<file path="src/rtl/fetch_pkg.sv">
// Shared parameters and entry types for the instruction fetch stage.
package fetch_pkg;
  localparam int XLEN = 32;
  localparam logic [XLEN-1:0] RESET_VECTOR = 32'h8000_0000;
  localparam int INSN_BYTES = 4;

  typedef struct packed {
    logic [XLEN-1:0] pc;
    logic [31:0]     insn;
  } fetch_entry_t;
endpackage

</file>
<file path="src/rtl/fetch_fifo.sv">
// Synchronous FIFO with flush; head is read straight from the storage registers.
// Push is accepted when not full or when a pop frees the slot in the same cycle; flush wins over push.
module fetch_fifo #(
  parameter type T = logic [31:0],
  parameter int DEPTH = 2
) (
  input  logic clk,
  input  logic rst,
  input  logic flush,
  input  logic push,
  input  T     push_data,
  input  logic pop,
  output T     head,
  output logic empty,
  output logic full,
  output logic [$clog2(DEPTH+1)-1:0] count
);
  localparam int PW = (DEPTH > 1) ? $clog2(DEPTH) : 1;
  localparam int CW = $clog2(DEPTH+1);

  T mem [DEPTH];
  logic [PW-1:0] wr_ptr, rd_ptr;
  logic do_push, do_pop;

  function automatic logic [PW-1:0] ptr_inc(input logic [PW-1:0] p);
    return (p == PW'(DEPTH-1)) ? '0 : p + PW'(1);
  endfunction

  assign empty   = (count == '0);
  assign full    = (count == CW'(DEPTH));
  assign do_pop  = pop && !empty;
  assign do_push = push && (!full || do_pop);
  assign head    = mem[rd_ptr];

  always_ff @(posedge clk) begin
    if (rst || flush) begin
      wr_ptr <= '0;
      rd_ptr <= '0;
      count  <= '0;
    end else begin
      if (do_push) wr_ptr <= ptr_inc(wr_ptr);
      if (do_pop)  rd_ptr <= ptr_inc(rd_ptr);
      count <= count + CW'(do_push) - CW'(do_pop);
    end
  end

  always_ff @(posedge clk) begin
    if (rst) begin
      for (int i = 0; i < DEPTH; i++) mem[i] <= '0;
    end else if (do_push && !flush) begin
      mem[wr_ptr] <= push_data;
    end
  end
endmodule

</file>
<file path="src/rtl/ifetch_unit.sv">
// Instruction fetch: sequential PC, in-order imem requests, small queue to decode.
// Response at N+L for a request at N, instruction visible at N+L+1; requests stall at FQ_DEPTH in flight plus buffered.
module ifetch_unit
  import fetch_pkg::*;
#(
  parameter int XLEN = fetch_pkg::XLEN,
  parameter logic [XLEN-1:0] RESET_VECTOR = fetch_pkg::RESET_VECTOR,
  parameter int FQ_DEPTH = 2
) (
  input  logic            clk,
  input  logic            rst,
  input  logic            redirect_valid,
  input  logic [XLEN-1:0] redirect_pc,
  output logic            imem_req_valid,
  input  logic            imem_req_ready,
  output logic [XLEN-1:0] imem_req_addr,
  input  logic            imem_rsp_valid,
  input  logic [31:0]     imem_rsp_data,
  output logic            inst_valid,
  input  logic            inst_ready,
  output logic [XLEN-1:0] inst_pc,
  output logic [31:0]     inst_data
);
  localparam int CW = $clog2(FQ_DEPTH+1);

  logic [XLEN-1:0] fetch_pc;
  logic [CW-1:0]   outstanding, drop_cnt, fq_count, pcq_count;
  logic [CW:0]     occupancy;
  logic            req_fire, rsp_drop, fq_push, inst_pop;
  logic            pcq_empty, pcq_full, fq_empty, fq_full;
  logic [XLEN-1:0] rsp_pc;
  fetch_entry_t    fq_in, fq_head;

  assign occupancy      = {1'b0, outstanding} + {1'b0, fq_count};
  assign imem_req_valid = !rst && !redirect_valid && (occupancy < (CW+1)'(FQ_DEPTH));
  assign imem_req_addr  = fetch_pc;
  assign req_fire       = imem_req_valid && imem_req_ready;

  assign rsp_drop = imem_rsp_valid && (redirect_valid || drop_cnt != '0);
  assign fq_push  = imem_rsp_valid && !rsp_drop;
  assign fq_in    = '{pc: rsp_pc, insn: imem_rsp_data};

  assign inst_valid = !rst && !fq_empty;
  assign inst_pop   = inst_valid && inst_ready;
  assign inst_pc    = rst ? '0 : fq_head.pc;
  assign inst_data  = rst ? '0 : fq_head.insn;

  fetch_fifo #(.T(logic [XLEN-1:0]), .DEPTH(FQ_DEPTH)) u_pc_queue (
    .clk       (clk),
    .rst       (rst),
    .flush     (1'b0),
    .push      (req_fire),
    .push_data (fetch_pc),
    .pop       (imem_rsp_valid),
    .head      (rsp_pc),
    .empty     (pcq_empty),
    .full      (pcq_full),
    .count     (pcq_count)
  );

  fetch_fifo #(.T(fetch_entry_t), .DEPTH(FQ_DEPTH)) u_fetch_queue (
    .clk       (clk),
    .rst       (rst),
    .flush     (redirect_valid),
    .push      (fq_push),
    .push_data (fq_in),
    .pop       (inst_pop),
    .head      (fq_head),
    .empty     (fq_empty),
    .full      (fq_full),
    .count     (fq_count)
  );

  always_ff @(posedge clk) begin
    if (rst) begin
      fetch_pc    <= RESET_VECTOR;
      outstanding <= '0;
      drop_cnt    <= '0;
    end else begin
      if (redirect_valid)
        fetch_pc <= {redirect_pc[XLEN-1:2], 2'b00};
      else if (req_fire)
        fetch_pc <= fetch_pc + XLEN'(INSN_BYTES);

      outstanding <= outstanding + CW'(req_fire) - CW'(imem_rsp_valid);

      // Everything still in flight after a redirect is stale, including requests
      // already marked for dropping, so the count restarts from the in-flight total.
      if (redirect_valid)
        drop_cnt <= outstanding - CW'(imem_rsp_valid);
      else if (imem_rsp_valid && drop_cnt != '0)
        drop_cnt <= drop_cnt - CW'(1);
    end
  end

  always @(posedge clk) begin
    if (!rst) begin
      assert (occupancy <= (CW+1)'(FQ_DEPTH));
      assert (pcq_count == outstanding);
      assert (!(imem_rsp_valid && pcq_empty));
      assert (!(req_fire && pcq_full && !imem_rsp_valid));
      assert (!(fq_push && fq_full && !inst_pop));
    end
  end
endmodule

</file>
<file path="config.mk">
export PLATFORM = sky130hd
export DESIGN_NAME = ifetch_unit
export DESIGN_NICKNAME = d
export VERILOG_FILES = /design/src/rtl/fetch_pkg.sv /design/src/rtl/fetch_fifo.sv /design/src/rtl/ifetch_unit.sv
export SDC_FILE = /design/constraint.sdc
export NUM_CORES = 1
export LEC_CHECK = 0
export CAP_MARGIN = 40
export CORE_UTILIZATION = 54
export CTS_CLUSTER_SIZE = 40
export DETAILED_ROUTE_END_ITERATION = 7
export PLACE_DENSITY = 0.8
export REMOVE_ABC_BUFFERS = 1
export SLEW_MARGIN = 20
export SYNTH_ARGS = -nofsm -noshare
export SYNTH_HDL_FRONTEND = slang
export SYNTH_SLANG_ARGS = --single-unit
</file>
<file path="constraint.sdc">
create_clock -name clk -period 4.2 [get_ports clk]
set_input_delay 1.05 -clock clk [delete_from_list [all_inputs] [get_ports clk]]
set_output_delay 1.05 -clock clk [all_outputs]
set_load 0.05 [all_outputs]
</file>
==> flow_summary.toml, run 1 <==
[route]
routed-via-count = 7158
wire_per_inst_um = 17.0
ant_nets = 0
wl_um = 22100
first_pass_iters = 4
dr.first_iter.drc_count = 370
avgViaCountPerCell = 5.52
drc_errors = 0

[critical_path]
worst_ep_required_time_ns = 3.15
start_kind = "input pin"
r2r-start = "u_fetch_queue.count[0]"
rr_worst_depth = 11
r2r_end = "outstanding[1]"
r2r_slack_ns = 1.40
end_kind = "primary output"
critPathLaunch = "rst"
crit_fanout = 61
crit_end = "inst_data[18]"
worst-endpoint-arrival_ns = 2.66
critPathKind = "input pin to primary output"

[power]
p_leak_nw = 4.92
cellPowerDensity_mw_per_mm2 = 435
total_power_mw = 5.69
ir_drop_mv = 0.356

[global_routing]
grt_pass1_wl_um = 34500
grt_pass1_vias = 6811
overflow = 0
antenna_found_initial = 0
grt_max_degree = 67
grt_use_total_pct = 22.0

[die]
core-area_sq_mm = 0.0188
ios = 168
row_count = 50
initial_core_util_pct = 55.3
die_h_um = 141
die-width_um = 141
die-area_sq_mm = 0.0198

[synth]
syn_inst = 880
synth_edf_count = 184
syn_area_sq_mm = 0.0104
yosys_warnings = 0
async_flop_share_pct = 0
ys_ff_latch = 228
yosys_most_used_dff = "edfxtp_1"
synth_area_per_cell_sq_um = 11.8
ys_types = 48
seq_area_frac_synth_pct = 61.5

[placed_design]
hpwlAfterDp_um = 14000
placedInstanceArea_sq_mm = 0.0123
port_buffers = 161
place_ws_ns = 0.457
place_congestion = 0.795

[cts]
clock_latency_ns = 0.50
cts.repair.resized = 0
clk_pin_slew_ns = 0.06
clock-sinks = 228
postCtsHoldBufs = 0
post_cts_buffers = 0
ctsRootBufferMaster = "clkbuf_16"
clock_path_buffers = 3
cts_tree = "done"
cts_buffers = 23
h-tree-depth = 1

[layout]
area_growth_pct = 25.6
final_area_sq_mm = 0.0131
antennaDiodeCount = 0
drive_above_1_share_pct = 6.95
final_common_cell = "edfxtp_1"
nets = 1100
layout_common_cells = "184 x edfxtp_1, 159 x clkdlybuf4s50_1, 156 x nor2_1"

[timing]
worst_pin_slew_ns = 0.745
drv_slew = 0
timing.final.crit_share_pct = 88.5
whs_ns = 0.521
setup_viol = 0
fin_ws_ns = 0.485
finalCriticalPeriod_ns = 3.71
maxSlewHeadroom_pct = 50.3
hold_violations = 0
max_freq_mhz = 269
clock_skew_ns = 0.00778
rsz0062_at_grt = "no"

[min_path]
hold_path_class = "flop to flop"

[outcome]
status = "complete, no violations"

[job]
maxCapViolations = 0
cells in the mapped netlist (2+ instances only):
master / instances / area, sq um
o311a_1: 2 / 20.0
mux2i_1: 95 / 951
nand2_1: 25 / 93.8
nand4_1: 17 / 106
and3_1: 99 / 619
nor4_1: 4 / 25.0
and2_1: 39 / 244
buf_4: 5 / 37.5
and4_1: 3 / 26.3
buf_2: 2 / 10.0
or2_2: 3 / 18.8
dfxtp_1: 44 / 881
clkbuf_1: 57 / 214
edfxtp_1: 184 / 5530
ha_1: 8 / 100
a211oi_1: 12 / 90.1
nand2b_1: 2 / 12.5
o22ai_1: 6 / 37.5
a31oi_1: 8 / 50.1
o21ai_0: 2 / 10.0
nand3_1: 14 / 70.1
inv_1: 11 / 41.3
nor2b_1: 4 / 25.0
xor2_1: 16 / 140
a21oi_1: 9 / 45.0
or3_1: 2 / 12.5
a21o_1: 4 / 30.0
a311oi_1: 2 / 17.5
and3_2: 2 / 15.0
xnor2_1: 17 / 149
nor2_1: 156 / 586
buf_1: 4 / 15.0
nor3_1: 5 / 25.0
nor3b_1: 3 / 22.5
layout make-up:
class	count	area [sq um]
Timing Repair Buffer	182	1840
Sequential cell	228	6410
Tap cell	260	325
Clock buffer	26	587
Inverter	11	41.3
Multi-Input combinational cell	575	3700
Clock inverter	14	173
Fill cell	1326	5750
power by group:
group / internal, mW / total [mW] / switching [mW]
clock: 1.25 / 2.07 / 0.818
sequential: 2.60 / 2.69 / 0.0912
combinational: 0.363 / 0.935 / 0.572
total: 4.21 / 5.69 / 1.48
critical path: stages:
cell,delay (ns)
buf_4,0.54
buf_4,0.29
nor2_1,0.07
clkdlybuf4s50_1,0.70
cell families (layout without fill, tap and decap cells):
kind of cell,after synthesis,in the layout,synth area share (%)
AOI/OAI and AO/OA,48,48,3.15
xor gates and xnor gates,33,33,2.78
adders and majority gates,9,9,1.15
buffers and inverters,80,233,3.10
DFF,228,228,61.5
muxes,96,96,9.24
other,1,4,0.0360
and+or+nand+nor,385,385,19.0
per-stage QoR:
step           util, %  cells  setup TNS, ns
2_1_floorplan        -    814        -113.62
3_3_place_gp      65.3   1254              0
3_5_place_dp      65.4   1256              0
4_1_cts           69.5   1296              0
5_1_grt           69.5   1296              0
6_report          69.5   1296              0
state kept, by name, summed over array words and instances, names as in the netlist, named ones only:
signal / cells
u_fetch_queue.count: 2
u_pc_queue.count: 2
u_fetch_queue.mem: 124
u_pc_queue.rd_ptr: 1
drop_cnt: 2
imem_req_addr: 30
u_pc_queue.mem: 60
outstanding: 2
u_pc_queue.wr_ptr: 1
u_fetch_queue.rd_ptr: 1
u_fetch_queue.wr_ptr: 1
worst min path at each step:
stage / from / endpoint / slack [ns] / cells past startpoint
after floorplan: u_pc_queue.rd_ptr / flop / 0.48 / 2
after global placement: u_pc_queue.rd_ptr / u_pc_queue.rd_ptr / 0.50 / 2
after detailed placement: u_fetch_queue.rd_ptr / u_fetch_queue.rd_ptr / 0.50 / 2
after CTS: u_pc_queue.rd_ptr / flop / 0.52 / 2
after global routing: u_fetch_queue.rd_ptr / flop / 0.56 / 2
final: u_fetch_queue.rd_ptr / u_fetch_queue.rd_ptr / 0.52 / 2
routing by layer:
metal / track usage [%] / part of all wire [%] / vias up
li1: - / - / 3426
met1: 28.4 / 42 / 3434
met2: 38.6 / 50 / 259
met3: 2.79 / 6.4 / 39
met4: 6.64 / 2.1 / 0
met5: 0 / 0 / -
(Power assumes the default switching activity.)
==> run 2: changes to the inputs <==
CORE_UTILIZATION = 55   (was 54)
PLACE_DENSITY = 0.81   (was 0.8)
SLEW_MARGIN = 15   (was 20)
SYNTH_HIERARCHICAL = 1   (was unset)
==> flow_summary.toml, run 2 <==
[power]
ir_drop_mv = 0.272
pwr-share-comb_pct = 11.4
power_switching_mw = 1.24
internal_power_mw = 4.08
p_leak_nw = 5.18
cellPowerDensity_mw_per_mm2 = 380
total_power_mw = 5.32
p_clk_share_pct = 38.1
pwr-share-seq_pct = 50.5
p_sw_share_pct = 23.3

[route]
wire_per_inst_um = 17.1
ant_nets = 0
drc_errors = 0
first_pass_iters = 5
wl_um = 23000
avgViaCountPerCell = 5.34
routed-via-count = 7166
dr.first_iter.drc_count = 347

[die]
die_h_um = 146
die-width_um = 146
die-area_sq_mm = 0.0213
ios = 168
row_count = 52
initial_core_util_pct = 56.1
core-area_sq_mm = 0.0203

[timing]
max_freq_mhz = 266
finalCriticalPeriod_ns = 3.76
hold_violations = 0
maxSlewHeadroom_pct = 52.2
drv_slew = 0
timing.final.crit_share_pct = 89.5
rsz0062_at_grt = "no"
setup_viol = 0
worst_pin_slew_ns = 0.714
whs_ns = 0.537
clock_skew_ns = 0.0131

[critical_path]
worst_ep_required_time_ns = 3.15
r2r_slack_ns = 1.14
crit_fanout = 36
r2r_end = "u_pc_queue/count[1]"
worst-endpoint-arrival_ns = 2.71
start_kind = "flop"
r2r-start = "u_fetch_queue/count[0]"
rr_worst_depth = 13
critPathKind = "flop to primary output"
end_kind = "primary output"

[layout]
multi_input_area_sq_mm = 0.00436
area_growth_pct = 22.9
largest-register = "u_fetch_queue/mem"
nets = 1134
fin_cells = 1343
fin_util_pct = 69.0
layout_common_cells = "192 x edfxtp_1, 174 x and2_1, 161 x clkdlybuf4s50_1"
final_area_sq_mm = 0.0140
largest_reg_flops = 128
nFillCells = 1476
drive_above_1_share_pct = 17.9
final_common_cell = "edfxtp_1"
regArea_sq_mm = 0.00665
antennaDiodeCount = 0

[cts]
h-tree-depth = 1
clk_pin_slew_ns = 0.06
ctsRootBufferMaster = "clkbuf_16"
cts_buffers = 24
cts.repair.resized = 0
post_cts_buffers = 0
cts_tree = "done"
clock_path_buffers = 3
clock_latency_ns = 0.51
postCtsHoldBufs = 0
clock-sinks = 236

[min_path]
holdCritStartpoint = "imem_req_addr[13]"
min_to = "imem_req_addr[13]"
whs_path_depth = 2
hold_path_class = "flop to flop"

[global_routing]
overflow = 0
grt_max_degree = 65
antenna_found_initial = 0
grt_pass1_vias = 7137
grt_pass1_wl_um = 36100
grt_use_total_pct = 21.6

[synth]
syn_inst = 885
yosys_warnings = 6
synth_area_per_cell_sq_um = 12.9
syn_area_sq_mm = 0.0114

[placed_design]
place_inst = 1300
port_buffers = 163
place_congestion = 0.837
placedInstanceArea_sq_mm = 0.0132
hpwlAfterDp_um = 14100

[job]
maxCapViolations = 0

[outcome]
status = "complete, no violations"
-- run 2: worst max path at each step --
stage | end | slack (ns) | cells past startpoint
after floorplan | u_fetch_queue/mem[0][0] | -1.28 | 5
after global placement | inst_data[4] | 0.52 | 4
after detailed placement | inst_data[2] | 0.51 | 4
after CTS | inst_pc[30] | 0.39 | 4
after global routing | inst_pc[13] | 0.32 | 4
final | inst_pc[30] | 0.44 | 4
-- run 2: final cells by class --
class,instances,area share [%]
Multi-Input combinational cell,599,31.2
Inverter,10,0.366
Clock buffer,35,4.96
Sequential cell,236,47.5
Tap cell,270,2.41
Clock inverter,8,0.456
Timing Repair Buffer,185,13.2
-- run 2: routing by layer --
layer | up-vias | global-route usage, % | share of wire, %
li1 | 3436 | - | -
met1 | 3517 | 26.6 | 42
met2 | 189 | 39.2 | 51
met3 | 24 | 3.39 | 5.1
met4 | 0 | 6.00 | 1.4
met5 | - | 0 | 0
-- run 2: power groups by stage --
| stage | sequential (mW) | combinational (mW) | clock (mW) |
|---|---|---|---|
| 6_report | 2.69 | 0.607 | 2.03 |
| 5_1_grt | 2.70 | 0.645 | 2.15 |
| 4_1_cts | 2.69 | 0.613 | 2.07 |
| 3_5_place_dp | 2.74 | 0.607 | 0 |
| 3_3_place_gp | 2.73 | 0.599 | 0 |
| 2_1_floorplan | 2.78 | 0.292 | 0 |
-- run 2: critical path, stage by stage (launching register included) --
cell and delay (ns):
dfxtp_4 0.63, buf_12 0.30, mux2_2 0.36, nor2b_1 0.13, clkdlybuf4s50_1 0.76
-- run 2: per-stage QoR --
stage	setup TNS [ns]	setup slack [ns]
5_1_grt	0	0.320
2_1_floorplan	-132.12	-1.28
6_report	0	0.442
3_5_place_dp	0	0.505
3_3_place_gp	0	0.525
4_1_cts	0	0.392
==> run 3: changes to the inputs <==
SLEW_MARGIN = 20   (was 15)
==> results of run 3 <==
The final DEF is identical to that of run 2; final timing and power are the same.
